### config.mk
export PLATFORM = sky130hd
export DESIGN_NAME = operand_fetch
export DESIGN_NICKNAME = d
export VERILOG_FILES = /design/src/rtl/operand_fetch_pkg.sv /design/src/rtl/operand_fetch_reg_scoreboard.sv /design/src/rtl/operand_fetch.sv
export SDC_FILE = /design/constraint.sdc
export NUM_CORES = 1
export LEC_CHECK = 0
export ABC_AREA = 0
export BUFFER_PORTS_ARGS = -buffer_cell sky130_fd_sc_hd__buf_2
export CORE_AREA = 2 2 144 146
export CTS_BUF_LIST = sky130_fd_sc_hd__clkbuf_8
export DETAILED_ROUTE_END_ITERATION = 10
export DIE_AREA = 0 0 146 148
export PLACE_DENSITY = 0.78
export REMOVE_ABC_BUFFERS = 1
export SETUP_SLACK_MARGIN = 0.02
export SLEW_MARGIN = 15
export SYNTH_ARGS = -nofsm -noshare
export SYNTH_HDL_FRONTEND = slang
export SYNTH_SLANG_ARGS = --single-unit
### constraint.sdc
create_clock -name clk -period 9.4 [get_ports clk]
set_input_delay 1.88 -clock clk [delete_from_list [all_inputs] [get_ports clk]]
set_output_delay 1.88 -clock clk [all_outputs]
set_load 0.02 [all_outputs]
### src/rtl/operand_fetch_pkg.sv
// Shared constants, FSM encoding and decode-bundle layout for the operand-fetch stage.
// Latency: n/a (declarations only).
// Backpressure: n/a.
package operand_fetch_pkg;

    localparam int N       = 32;   // register data width
    localparam int AW      = 4;    // register address width
    localparam int CTRL_W  = 16;   // opaque control word width
    localparam int REG_PC  = 15;   // R15 is the PC, hazard-checked like any register
    localparam int SB_CPSR = 16;   // scoreboard bit tracking the CPSR
    localparam int SB_W    = 17;   // R0..R15 plus CPSR

    localparam logic [SB_W-1:0] SB_CPSR_BIT = 17'h1_0000;

    typedef enum logic [1:0] {
        IDLE  = 2'd0,
        CHECK = 2'd1,
        READ  = 2'd2,
        OUT   = 2'd3
    } state_t;

    // Decode bundle as latched on acceptance
    typedef struct packed {
        logic [AW-1:0]     rn;
        logic [AW-1:0]     rm;
        logic [AW-1:0]     rs;
        logic              use_rn;
        logic              use_rm;
        logic              use_rs;
        logic [AW-1:0]     rd;
        logic              wr_rd;
        logic              rd_cpsr;
        logic              wr_cpsr;
        logic [CTRL_W-1:0] ctrl;
    } bundle_t;

    // One-hot scoreboard mask for register r, or zero when not enabled
    function automatic logic [SB_W-1:0] reg_bit(input logic [AW-1:0] r, input logic en);
        reg_bit = '0;
        if (en) reg_bit[r] = 1'b1;
    endfunction

endpackage

### src/rtl/operand_fetch_reg_scoreboard.sv
// Busy vector for R0..R15 and CPSR: one set mask, two register clears, one CPSR clear.
// Latency: set/clear visible one cycle after the request; hazard is combinational on the registered vector.
// Backpressure: none; set wins over clear on the same bit in the same cycle.
module operand_fetch_reg_scoreboard
    import operand_fetch_pkg::*;
(
    input  logic            clk,
    input  logic            rst,
    input  logic [SB_W-1:0] set_mask,
    input  logic            clr_en_1,
    input  logic [AW-1:0]   clr_addr_1,
    input  logic            clr_en_2,
    input  logic [AW-1:0]   clr_addr_2,
    input  logic            clr_cpsr,
    input  logic [SB_W-1:0] query_mask,
    output logic [SB_W-1:0] busy,
    output logic            hazard
);

    logic [SB_W-1:0] clr_mask;

    // Combine all retire requests; both ports may name the same register
    always_comb begin
        clr_mask = reg_bit(clr_addr_1, clr_en_1)
                 | reg_bit(clr_addr_2, clr_en_2)
                 | (clr_cpsr ? SB_CPSR_BIT : '0);
    end

    // Busy vector update: clear first, then set so a same-cycle set survives
    always_ff @(posedge clk or posedge rst) begin
        if (rst) busy <= '0;
        else     busy <= (busy & ~clr_mask) | set_mask;
    end

    // Hazard looks only at the registered vector, so a clear helps one cycle later
    always_comb begin
        hazard = |(busy & query_mask);
    end

endmodule

### src/rtl/operand_fetch.sv
// Operand fetch: hazard-check a decoded instruction, read the register file, present operands to execute.
// Latency: accept edge + 2 edges to op_valid with no hazard; one instruction per 4 cycles at best.
// Backpressure: in_ready only in IDLE; op bundle held stable until op_ready; flush returns to IDLE.
module operand_fetch
    import operand_fetch_pkg::*;
(
    input  logic              clk,
    input  logic              rst,
    input  logic              in_valid,
    output logic              in_ready,
    input  logic [AW-1:0]     in_rn,
    input  logic [AW-1:0]     in_rm,
    input  logic [AW-1:0]     in_rs,
    input  logic              in_use_rn,
    input  logic              in_use_rm,
    input  logic              in_use_rs,
    input  logic [AW-1:0]     in_rd,
    input  logic              in_wr_rd,
    input  logic              in_rd_cpsr,
    input  logic              in_wr_cpsr,
    input  logic [CTRL_W-1:0] in_ctrl,
    output logic [AW-1:0]     rf_addr_1,
    output logic [AW-1:0]     rf_addr_2,
    output logic [AW-1:0]     rf_addr_3,
    output logic              rf_ren_1,
    output logic              rf_ren_2,
    output logic              rf_ren_3,
    input  logic [N-1:0]      rf_data_1,
    input  logic [N-1:0]      rf_data_2,
    input  logic [N-1:0]      rf_data_3,
    input  logic [N-1:0]      rf_cpsr,
    input  logic              clr_en_1,
    input  logic              clr_en_2,
    input  logic [AW-1:0]     clr_addr_1,
    input  logic [AW-1:0]     clr_addr_2,
    input  logic              clr_cpsr,
    input  logic              flush,
    output logic              op_valid,
    input  logic              op_ready,
    output logic [N-1:0]      op_a,
    output logic [N-1:0]      op_b,
    output logic [N-1:0]      op_c,
    output logic [N-1:0]      op_cpsr,
    output logic [AW-1:0]     op_rd,
    output logic              op_wr_rd,
    output logic              op_wr_cpsr,
    output logic [CTRL_W-1:0] op_ctrl,
    output logic [SB_W-1:0]   sb_busy
);

    state_t          state, state_nxt;
    bundle_t         in_bundle, lat;
    logic            hazard;
    logic [SB_W-1:0] query_mask;
    logic [SB_W-1:0] set_mask;

    assign in_bundle = '{rn: in_rn, rm: in_rm, rs: in_rs,
                         use_rn: in_use_rn, use_rm: in_use_rm, use_rs: in_use_rs,
                         rd: in_rd, wr_rd: in_wr_rd,
                         rd_cpsr: in_rd_cpsr, wr_cpsr: in_wr_cpsr, ctrl: in_ctrl};

    // State register
    always_ff @(posedge clk or posedge rst) begin
        if (rst) state <= IDLE;
        else     state <= state_nxt;
    end

    // Next-state logic; flush overrides every other event
    always_comb begin
        state_nxt = state;
        if (flush) begin
            state_nxt = IDLE;
        end else begin
            case (state)
                IDLE:    if (in_valid) state_nxt = CHECK;
                CHECK:   if (!hazard)  state_nxt = READ;
                READ:    state_nxt = OUT;
                OUT:     if (op_ready) state_nxt = IDLE;
                default: state_nxt = IDLE;
            endcase
        end
    end

    // Output logic: accept only when idle and out of reset, so reset shows all outputs low
    always_comb begin
        in_ready = (state == IDLE) && !rst;
    end

    // Sources, WAW destination and CPSR all gate progress out of CHECK
    always_comb begin
        query_mask = reg_bit(lat.rn, lat.use_rn)
                   | reg_bit(lat.rm, lat.use_rm)
                   | reg_bit(lat.rs, lat.use_rs)
                   | reg_bit(lat.rd, lat.wr_rd)
                   | ((lat.rd_cpsr || lat.wr_cpsr) ? SB_CPSR_BIT : '0);
    end

    // Destination marked busy as the operands are captured; a flush in READ cancels it
    always_comb begin
        set_mask = '0;
        if (state == READ && !flush)
            set_mask = reg_bit(lat.rd, lat.wr_rd) | (lat.wr_cpsr ? SB_CPSR_BIT : '0);
    end

    // Latch the decode bundle on acceptance
    always_ff @(posedge clk or posedge rst) begin
        if (rst)
            lat <= '0;
        else if (state == IDLE && in_valid && !flush)
            lat <= in_bundle;
    end

    // Register-file read request: one-cycle pulse issued once the hazard clears
    always_ff @(posedge clk or posedge rst) begin
        if (rst) begin
            rf_addr_1 <= '0;
            rf_addr_2 <= '0;
            rf_addr_3 <= '0;
            rf_ren_1  <= 1'b0;
            rf_ren_2  <= 1'b0;
            rf_ren_3  <= 1'b0;
        end else if (flush) begin
            rf_ren_1  <= 1'b0;
            rf_ren_2  <= 1'b0;
            rf_ren_3  <= 1'b0;
        end else if (state == CHECK && !hazard) begin
            rf_addr_1 <= lat.rn;
            rf_addr_2 <= lat.rm;
            rf_addr_3 <= lat.rs;
            rf_ren_1  <= lat.use_rn;
            rf_ren_2  <= lat.use_rm;
            rf_ren_3  <= lat.use_rs;
        end else if (state == READ) begin
            rf_ren_1  <= 1'b0;
            rf_ren_2  <= 1'b0;
            rf_ren_3  <= 1'b0;
        end
    end

    // Operand bundle capture and handshake towards execute
    always_ff @(posedge clk or posedge rst) begin
        if (rst) begin
            op_valid   <= 1'b0;
            op_a       <= '0;
            op_b       <= '0;
            op_c       <= '0;
            op_cpsr    <= '0;
            op_rd      <= '0;
            op_wr_rd   <= 1'b0;
            op_wr_cpsr <= 1'b0;
            op_ctrl    <= '0;
        end else if (flush) begin
            op_valid   <= 1'b0;
        end else if (state == READ) begin
            op_valid   <= 1'b1;
            op_a       <= lat.use_rn ? rf_data_1 : '0;
            op_b       <= lat.use_rm ? rf_data_2 : '0;
            op_c       <= lat.use_rs ? rf_data_3 : '0;
            op_cpsr    <= rf_cpsr;
            op_rd      <= lat.rd;
            op_wr_rd   <= lat.wr_rd;
            op_wr_cpsr <= lat.wr_cpsr;
            op_ctrl    <= lat.ctrl;
        end else if (state == OUT && op_ready) begin
            op_valid   <= 1'b0;
        end
    end

    operand_fetch_reg_scoreboard u_sb (
        .clk        (clk),
        .rst        (rst),
        .set_mask   (set_mask),
        .clr_en_1   (clr_en_1),
        .clr_addr_1 (clr_addr_1),
        .clr_en_2   (clr_en_2),
        .clr_addr_2 (clr_addr_2),
        .clr_cpsr   (clr_cpsr),
        .query_mask (query_mask),
        .busy       (sb_busy),
        .hazard     (hazard)
    );

endmodule

==> results of run 1 <==
[routing by layer]
metal  routed length [µm]  track usage (%)  up-vias  part of all wire (%)
li1                     -                -     3997                     -
met5                   11                0        -                 0.039
met1                11000             31.9     4037                    39
met2                13700             41.7      371                    49
met4                  923             10.8        2                   3.3
met3                 2490             6.91       72                   8.9
[metrics by stage]
step           cell area (µm²)  hold slack [ps]
2_1_floorplan             9230              433
3_3_place_gp             11500              441
3_5_place_dp             11500              450
4_1_cts                  12200              463
5_1_grt                  12300              483
6_report                 12300              457
[registers in the layout, indices dropped and copies added, names as in the netlist]
register,count
op_ctrl,16
state,2
op_cpsr,32
rf_ren_1,1
op_valid,1
lat,38
rf_addr_1,4
rf_addr_2,4
op_b,32
op_rd,4
rf_ren_3,1
u_sb.busy,17
op_wr_cpsr,1
op_a,32
op_c,32
rf_addr_3,4
op_wr_rd,1
rf_ren_2,1
[cell type report]
| cell class | instances | area (µm²) | area share, % |
|---|---|---|---|
| antenna | 11 | 27.5 | 0.224 |
| clock inverter | 20 | 164 | 1.33 |
| clock buffer | 44 | 606 | 4.92 |
| sequential | 223 | 5580 | 45.4 |
| timing repair buffer | 374 | 1910 | 15.6 |
| multi-input combinational | 687 | 3630 | 29.5 |
| tap | 270 | 338 | 2.75 |
| inverter | 9 | 41.3 | 0.336 |
[synth_stat cells, drive strengths merged (3+ instances only)]
library cell	n	share of area (%)
ha	4	0.53
a22oi	8	0.63
and2	3	0.20
nor2b	7	0.46
o2bb2ai	3	0.28
nand3b	11	1.0
a22o	10	0.93
buf	12	0.77
o22ai	34	2.3
nand3	111	5.9
o21ai	22	1.2
and3	5	0.33
nor2	14	0.56
dfrtp	223	59
or3b	4	0.40
nand2	370	15
mux2	51	6.3
or2	4	0.26
clkbuf	43	1.7
inv	9	0.36
nand2b	11	0.73
a32oi	3	0.28
[worst register-to-register path, stage by stage, from the launching register on]
cell and delay, ps:
dfrtp_1 410, inv_1 120, ha_1 280, nor2b_4 670
buf_4 560, buf_4 720, nand3_1 200, nand2_1 110
[power by group through the flow]
stage	Combinational [W]	Clock (W)	Sequential, W
floorplan	0.000641	0	0.00214
global placement	0.00174	0	0.00168
detailed placement	0.00177	0	0.00170
CTS	0.00177	0.000911	0.00169
global route	0.00191	0.000955	0.00175
finish	0.00176	0.000889	0.00169
[cells by family (layout without fill, tap and decap cells)]
kind of cell	Yosys count	after routing
AO/OA/AOI/OAI	83	83
adder cells (fa/ha/maj)	4	4
buffers and inverters	64	447
flip-flops	223	223
multiplexers	52	52
other	0	11
AND/OR/NAND/NOR	548	548
[worst paths after layout]
path                               start           to  slack (ps)
worst min register to register  op_b[25]     op_b[25]         460
worst min-delay path            op_b[25]     op_b[25]         460
worst max-delay path                 rst     in_ready        5250
worst max register to register  state[0]     op_a[11]        6280
max in group asynchronous            rst  op_cpsr[10]        6540
min in group asynchronous            rst      op_b[1]        1590
==> results.cfg, run 1 <==
[timing]
setup_ws_ps = 5250
rsz0062_at_grt = no
setup_violations = 0
period_needed_ps = 4150
timing.fmax_mhz = 241
skew_ps = 13.3
hold_violations = 0
final.period_utilization_pct = 44.2
tightest_slew_ps = 949
relSlewSlack_pct = 36.7
fin_tns_setup_ps = 0
drv_slew = 0

[global_routing]
grt_max_degree = 143
grt_util_all_layers_pct = 25.4
antenna_found_initial = 12
grt_pass1_vias = 8332
grt_pass1_wl_um = 44000
grt-ovfl-total = 0

[worst_setup_path]
reg2reg_depth = 7
worst-path-max-fanout = 2
critical-path-top-delay-family = buffers and inverters
cp_num_cells = 3
crit_path_frequent_cell = buf_2
cpMaxStageDelayCell = buf_2
path_cells = buf_2 -> nor2_1 -> buf_2
max_stage_delay_ps = 170
start_kind = input pin
path_buf_inv = 2
arrival_ps = 2270
crit_path_end_kind = primary output
path_class = input pin to primary output
crit_required_ps = 7520

[logic_synthesis]
synth_mux_area_share_pct = 6.45
yosys_register_bits = 223
synthArstFlopShare_pct = 100
synth_cell_type_count = 43
synthAdderAreaFrac_pct = 0.529
synthSimpleGateAreaFrac_pct = 25.3
synth_area_um2 = 9460
seq_area_frac_synth_pct = 59.0
synth_edf_count = 0
synth_area_per_cell_um2 = 9.72
yosysWarnings = 0
synth-compound-area-share_pct = 5.90
synth_top_family_by_area = simple AND/OR/NAND/NOR gates
syn_inst = 974
synth-xor-area-share_pct = 0
synth_ff_type = dfrtp_1

[power_and_ir_drop]
pwr-share-seq_pct = 38.9
clkPwrFrac_pct = 20.5
power.leakage_nw = 6.87
combPwrFrac_pct = 40.6
finalPower_w = 0.00434
ir_drop_v = 0.000201
p_per_area_nw_per_um2 = 353
p_int_w = 0.00252
power.share.switching_pct = 41.9
power.switching_w = 0.00182

[final_layout]
fin_cells = 1638
layout.cells.most_common = nand2_1
layout.nets = 1518
layout_common_cells = 369 x nand2_1, 365 x buf_2, 223 x dfrtp_1
fillers = 1777
fin_util_pct = 61.4
area_delta_synth_final_pct = 30.0
drive_above_1_share_pct = 36.3

[drt]
dr.pass1.iters = 5
routedWlPerCell_um = 17.2
wirelength_um = 28100
avgViaCountPerCell = 5.18
drt_iter0_drc = 535
route.detailed.drc = 0
ant_nets = 0
vias = 8479

[placed_design]
port-buffer-count = 365
dp_hpwl_um = 20200
finalWeightedCongestion = 0.897
dp_cells = 1562
preCtsSetupSlack_ps = 5100

[die]
num_rows = 52
fp.coreArea_um2 = 20000
initial_core_util_pct = 47.2
die_area_um2 = 21600
die_h_um = 148
num_io_pins = 366
die_x_um = 146

[clock_network]
clock_latency_ps = 510
cts-buffers-inserted = 37
post_cts_buffers = 0
cts_buffer_depth = 3
h-tree-depth = 2
clk_pin_slew_ps = 50
root_buffer = clkbuf_8
ctsHoldBuffers = 0
cts_sinks = 223
cts_tree = done
post_cts_resized = 0

[min_path]
hp-class = flip-flop to flip-flop
hold_depth = 2

[run]
cap_violations = 0

[run_status]
status = complete, no violations
Note: power is estimated with default switching activity, not from simulation.
==> run 2, diff against run 1 <==
--- a/config.mk
+++ b/config.mk
@@ -7,11 +7,11 @@
 export LEC_CHECK = 0
 export ABC_AREA = 0
 export BUFFER_PORTS_ARGS = -buffer_cell sky130_fd_sc_hd__buf_2
-export CORE_AREA = 2 2 144 146
+export CORE_MARGIN = 2
+export CORE_UTILIZATION = 46
 export CTS_BUF_LIST = sky130_fd_sc_hd__clkbuf_8
 export DETAILED_ROUTE_END_ITERATION = 10
-export DIE_AREA = 0 0 146 148
-export PLACE_DENSITY = 0.78
+export PLACE_DENSITY = 0.79
 export REMOVE_ABC_BUFFERS = 1
 export SETUP_SLACK_MARGIN = 0.02
 export SLEW_MARGIN = 15
==> constraint.sdc (replaced) <==
create_clock -name clk -period 3.4 [get_ports clk]
set_input_delay 0.68 -clock clk [delete_from_list [all_inputs] [get_ports clk]]
set_output_delay 0.68 -clock clk [all_outputs]
set_load 0.02 [all_outputs]
==> run 2 against run 1 <==
  * Register-to-register slack got worse by 5300 ps
  * Wire length rose by 1.0%
  * Combinational power rose to 2.8 times the previous value
  * Largest power group unchanged
  * First-iteration DRC count fell by 3.6%
==> results.cfg, run 2 (synthesis results as in run 1) <==
[drt]
vias = 8448
avgViaCountPerCell = 5.16
routedWlPerCell_um = 17.4
route.detailed.drc = 0
wirelength_um = 28400
ant_nets = 0
dr.pass1.iters = 5
drt_iter0_drc = 516

[clock_network]
ctsHoldBuffers = 0
root_buffer = clkbuf_8
cts_sinks = 223
h-tree-depth = 2
post_cts_resized = 0
clock_latency_ps = 530
clk_pin_slew_ps = 50
post_cts_buffers = 0
cts-buffers-inserted = 39
cts_tree = done
cts_buffer_depth = 3

[final_layout]
layout.nets = 1524
layout.cells.most_common = nand2_1
fillers = 1744
registers.top_by_ff_count = lat
drive_above_1_share_pct = 36.8
layout_common_cells = 369 x nand2_1, 365 x buf_2, 223 x dfrtp_1
area_delta_synth_final_pct = 30.7
fin_cells = 1637
multiInputGateArea_um2 = 3630
largest_register_ffs = 38
ff_latch_area_um2 = 5580
final_cell_area_um2 = 12400

[placed_design]
dp_hpwl_um = 20700
dp_cells = 1567
port-buffer-count = 365
placed_area_um2 = 11600
finalWeightedCongestion = 0.868

[global_routing]
antenna_found_initial = 7
grt_max_degree = 84
grt-ovfl-total = 0
grt_pass1_wl_um = 44200
grt_util_all_layers_pct = 25.6
grt_pass1_vias = 8392

[die]
fp.coreArea_um2 = 20200
num_io_pins = 366
die_area_um2 = 21700
die_x_um = 147
initial_core_util_pct = 46.8
die_h_um = 147
num_rows = 52

[worst_setup_path]
path_class = flip-flop to flip-flop
arrival_ps = 2870
worst-path-max-fanout = 10
start_kind = flip-flop
crit_path_end_kind = flip-flop
crit_required_ps = 3800

[run]
cap_violations = 0

[timing]
setup_violations = 0
fin_tns_setup_ps = 0
tightest_slew_ps = 809
skew_ps = 14.1
relSlewSlack_pct = 46.0
hold_violations = 0
rsz0062_at_grt = no
timing.fmax_mhz = 405
whs_ps = 253
period_needed_ps = 2470
final.period_utilization_pct = 72.6
drv_slew = 0

[power_and_ir_drop]
p_per_area_nw_per_um2 = 968
ir_drop_v = 0.000482
finalPower_w = 0.0120
power.leakage_nw = 6.89

[run_status]
status = complete, no violations

[min_path]
hp-class = input pin to asynchronous set/reset pin
## run 2: changes by cell type in the layout (fill, tap and decap cells not counted), sizes merged, moves of 3 or more
cell    before  now
inv         22   18
bufinv       3    0
diode       11    6
clkbuf      44   49
buf        374  378
## run 2: worst paths after layout
check	depth (start not counted)	slack [ps]	from	to
max reg2reg	7	930	lat[20]	state[0]
max in group asynchronous	3	2370	rst	op_cpsr[0]
max	7	930	lat[20]	state[0]
min	2	250	rst	op_b[27]
min reg2reg	2	460	op_c[24]	op_c[24]
min in group clk	2	330	clr_cpsr	u_sb.busy[16]
## run 2: report_power, final
| group | internal (W) | switching, W | leakage [nW] |
|---|---|---|---|
| Sequential | 0.00388 | 0.000795 | 2.85 |
| Combinational | 0.00172 | 0.00320 | 3.62 |
| Clock | 0.00129 | 0.00108 | 0.421 |
## run 2: metrics by stage
stage          setup slack, ps  utilization [%]
2_1_floorplan            -3390                -
3_3_place_gp               984             57.3
3_5_place_dp               993             57.3
4_1_cts                    993             61.0
5_1_grt                    825             61.1
6_report                   932             61.1
## run 2: metal layers
layer | track usage, % | routed length [µm] | vias to the layer above
met5 | 0 | 10 | -
met3 | 7.07 | 2150 | 74
met1 | 31.5 | 11400 | 4031
li1 | - | - | 3996
met2 | 43.4 | 13900 | 345
met4 | 9.90 | 947 | 2
## run 2: final cells by class
type	instances	area share, %
Sequential cell	223	45.1
Multi-Input combinational cell	687	29.4
Timing Repair Buffer	378	16.3
Clock buffer	49	5.45
Tap cell	270	2.73
Clock inverter	15	0.597
Inverter	9	0.334
Antenna cell	6	0.121
## run 2: critical path, cell delays in order (launching register included)
cell     delay, ps
dfrtp_1        470
nand3_1        340
o22ai_1        140
o21ai_0        190
nand2_1        140
or4_1          550
o22ai_2        180
mux2_1         340
==> run 3, diff against run 2 <==
--- a/config.mk
+++ b/config.mk
@@ -5,7 +5,7 @@
 export SDC_FILE = /design/constraint.sdc
 export NUM_CORES = 1
 export LEC_CHECK = 0
-export ABC_AREA = 0
+export ABC_AREA = 1
 export BUFFER_PORTS_ARGS = -buffer_cell sky130_fd_sc_hd__buf_2
 export CORE_MARGIN = 2
 export CORE_UTILIZATION = 46
==> constraint.sdc (replaced) <==
create_clock -name clk -period 2.1 [get_ports clk]
set_input_delay 0.42 -clock clk [delete_from_list [all_inputs] [get_ports clk]]
set_output_delay 0.42 -clock clk [all_outputs]
set_load 0.02 [all_outputs]
==> run 3 against run 2 <==
  * Count of clock-buffer cells in the layout down 3
  * Synthesized cell count up 19%
  * Register-to-register slack got worse by 870 ps
  * Highest routed layer is now met4
  * Critical path type unchanged
==> results.cfg, run 3 <==
[clock_network]
clock_latency_ps = 520
cts_tree = done
cts-buffers-inserted = 39
cts_sinks = 223
clk_pin_slew_ps = 60
cts_buffer_depth = 3
root_buffer = clkbuf_8
h-tree-depth = 2

[power_and_ir_drop]
ir_drop_v = 0.000718
combPwrFrac_pct = 40.7
power.share.switching_pct = 42.1
p_per_area_nw_per_um2 = 1450
p_int_w = 0.0107
power.leakage_nw = 7.04
pwr-share-seq_pct = 38.0
power.switching_w = 0.00778
clkPwrFrac_pct = 21.3

[timing]
skew_ps = 21.7
setup_ws_ps = 58.4
setup_violations = 0
timing.fmax_mhz = 490
whs_ps = 82.4
hold_violations = 0
period_needed_ps = 2040
tightest_slew_ps = 419
final.period_utilization_pct = 97.2
relSlewSlack_pct = 71.9
drv_slew = 0

[global_routing]
grt-ovfl-total = 0
grt_pass1_vias = 8564
grt_max_degree = 94
antenna_found_initial = 2
grt_pass1_wl_um = 43100
grt_util_all_layers_pct = 24.4

[worst_setup_path]
path_cells = buf_4 -> nand3_1 -> nand3b_1 -> nand3_1 -> a21oi_2 -> nand2_1 -> nor2_4 -> buf_4 -> nand2_8 -> nand2_1 -> o21ai_2
crit_path_end_kind = flip-flop
arrival_ps = 2440
reg2reg_depth = 11
path_buf_inv = 2
crit_required_ps = 2500
worst-path-max-fanout = 12
path_class = flip-flop to flip-flop
start_kind = flip-flop
cp_num_cells = 11
cpMaxStageDelayCell = dfrtp_1
max_stage_delay_ps = 410
critical-path-top-delay-family = simple AND/OR/NAND/NOR gates

[drt]
wirelength_um = 27600
dr.pass1.iters = 5
wl_met1_um = 11100
routed.top_layer = met4
route.detailed.drc = 0
vias = 9074
wl_met2_um = 13200
drt_iter0_drc = 469
dr_wl_met3_um = 2240
avgViaCountPerCell = 4.94
ant_nets = 0
routedWlPerCell_um = 15.0

[die]
num_io_pins = 366
num_rows = 52
die_x_um = 149
die_area_um2 = 22100
die_h_um = 149
fp.coreArea_um2 = 20400
initial_core_util_pct = 47.2

[final_layout]
layout.nets = 1722
fin_cells = 1837
area_delta_synth_final_pct = 32.8
multiInputGateArea_um2 = 3670
fillers = 1775
ff_latch_area_um2 = 5590
layout_common_cells = 412 x nand2_1, 365 x buf_2, 216 x dfrtp_1
largest_register_ffs = 38
registers.top_by_ff_count = lat
layout.cells.most_common = nand2_1
drive_above_1_share_pct = 32.1
final_cell_area_um2 = 12800

[run_status]
status = complete, no violations

[placed_design]
placed_area_um2 = 11800
dp_hpwl_um = 20200
finalWeightedCongestion = 1.06
dp_cells = 1757
port-buffer-count = 365
preCtsSetupSlack_ps = 25.7

[logic_synthesis]
synth_area_leaders = dfrtp_1 58%, nand2_1 16%, o21ai_0 6.7%
synthArstFlopShare_pct = 100
yosysMostFrequentCell = nand2_1
synth_area_per_cell_um2 = 8.31
synth_ff_type = dfrtp_1
syn_inst = 1157
yosysTopAreaCell = dfrtp_1
yosys_register_bits = 223
synthTopCellsByCount = 419 x nand2_1, 223 x dfrtp_1, 149 x nor2_1
synth_top_area_share_pct = 58.0
seq_area_frac_synth_pct = 58.0
yosysWarnings = 0
synth_cell_type_count = 28
synth_edf_count = 0
synth_area_um2 = 9620

[run]
cap_violations = 0

[min_path]
hold_depth = 2
hp-class = input pin to flip-flop
[run 3: cell count changes after synthesis, moves of 32 or more]
cell     previous run  this run
nand3_1           111        36
nand2_1           369       419
mux2_2             43         7
nor2_1             14       149
a21oi_1             1        33
o21ai_0            18       129
inv_1               9        56
[run 3: path summary, 6_finish.rpt]
check | endpoint | start | slack [ps]
min | u_sb.busy[16] | clr_cpsr | 80
min in group asynchronous | rf_ren_1 | rst | 490
max | rf_addr_3[3] | lat[30] | 60
max in group asynchronous | op_cpsr[17] | rst | 950
max reg2reg | rf_addr_3[3] | lat[30] | 60
min reg2reg | op_ctrl[0] | op_ctrl[0] | 470
[run 3: worst register-to-register path: stages (launching register included)]
cell      delay [ps]
dfrtp_1          410
buf_4            150
nand3_1          110
nand3b_1         180
nand3_1          160
a21oi_2          220
nand2_1          150
nor2_4           150
buf_4            160
nand2_8           80
nand2_1          120
o21ai_2           50
[run 3: cell families (layout without fill, tap and decap cells)]
family / Yosys count / count (layout) / share of synthesized area (%)
AND/OR/NAND/NOR: 620 / 621 / 25.3
AO/OA/AOI/OAI: 187 / 187 / 10.6
adder cells (fa/ha/maj): 4 / 4 / 0.520
flip-flops: 223 / 223 / 58.0
multiplexers: 7 / 7 / 0.820
buffers and inverters: 116 / 523 / 4.72
other: 0 / 2 / 0
[run 3: area by class of cell]
cell class / count / area share, %
flip-flops and latches: 223 / 43.8
multi-input cells: 819 / 28.7
repair buffers: 392 / 16.8
clock buffers: 46 / 4.96
well taps: 270 / 2.65
inverters: 61 / 1.85
clock inverters: 24 / 1.22
diodes: 2 / 0.0392
[run 3: what timing repair did]
item                                    in CTS  in global routing
hold buffers                                 1                  0
hold endpoints to repair                    45                  0
resized for setup                            1                 25
endpoints found under the setup margin       9                 18
pin swaps                                    0                  4
gates cloned                                 0                  1
buffers inserted                             0                  6
[run 3: per-layer routing]
metal | vias up | track usage (%)
met5 | - | 0
met4 | 0 | 9.76
met3 | 81 | 6.20
met2 | 391 | 40.4
met1 | 4158 | 30.9
li1 | 4444 | -
[run 3: power groups by stage]
| stage | combinational (W) | clock, W | sequential, W |
|---|---|---|---|
| 2_1_floorplan | 0.00288 | 0 | 0.00865 |
| 3_3_place_gp | 0.00714 | 0 | 0.00696 |
| 3_5_place_dp | 0.00727 | 0 | 0.00701 |
| 4_1_cts | 0.00732 | 0.00404 | 0.00696 |
| 5_1_grt | 0.00830 | 0.00426 | 0.00723 |
| 6_report | 0.00753 | 0.00393 | 0.00702 |
[run 3: per-stage QoR]
step / total power [W] / setup TNS (ps) / util, %
2_1_floorplan: 0.0115 / -1541850 / -
3_3_place_gp: 0.0141 / 0 / 58.1
3_5_place_dp: 0.0143 / 0 / 58.1
4_1_cts: 0.0183 / 0 / 62.1
5_1_grt: 0.0198 / -3.04 / 62.7
6_report: 0.0185 / 0 / 62.7
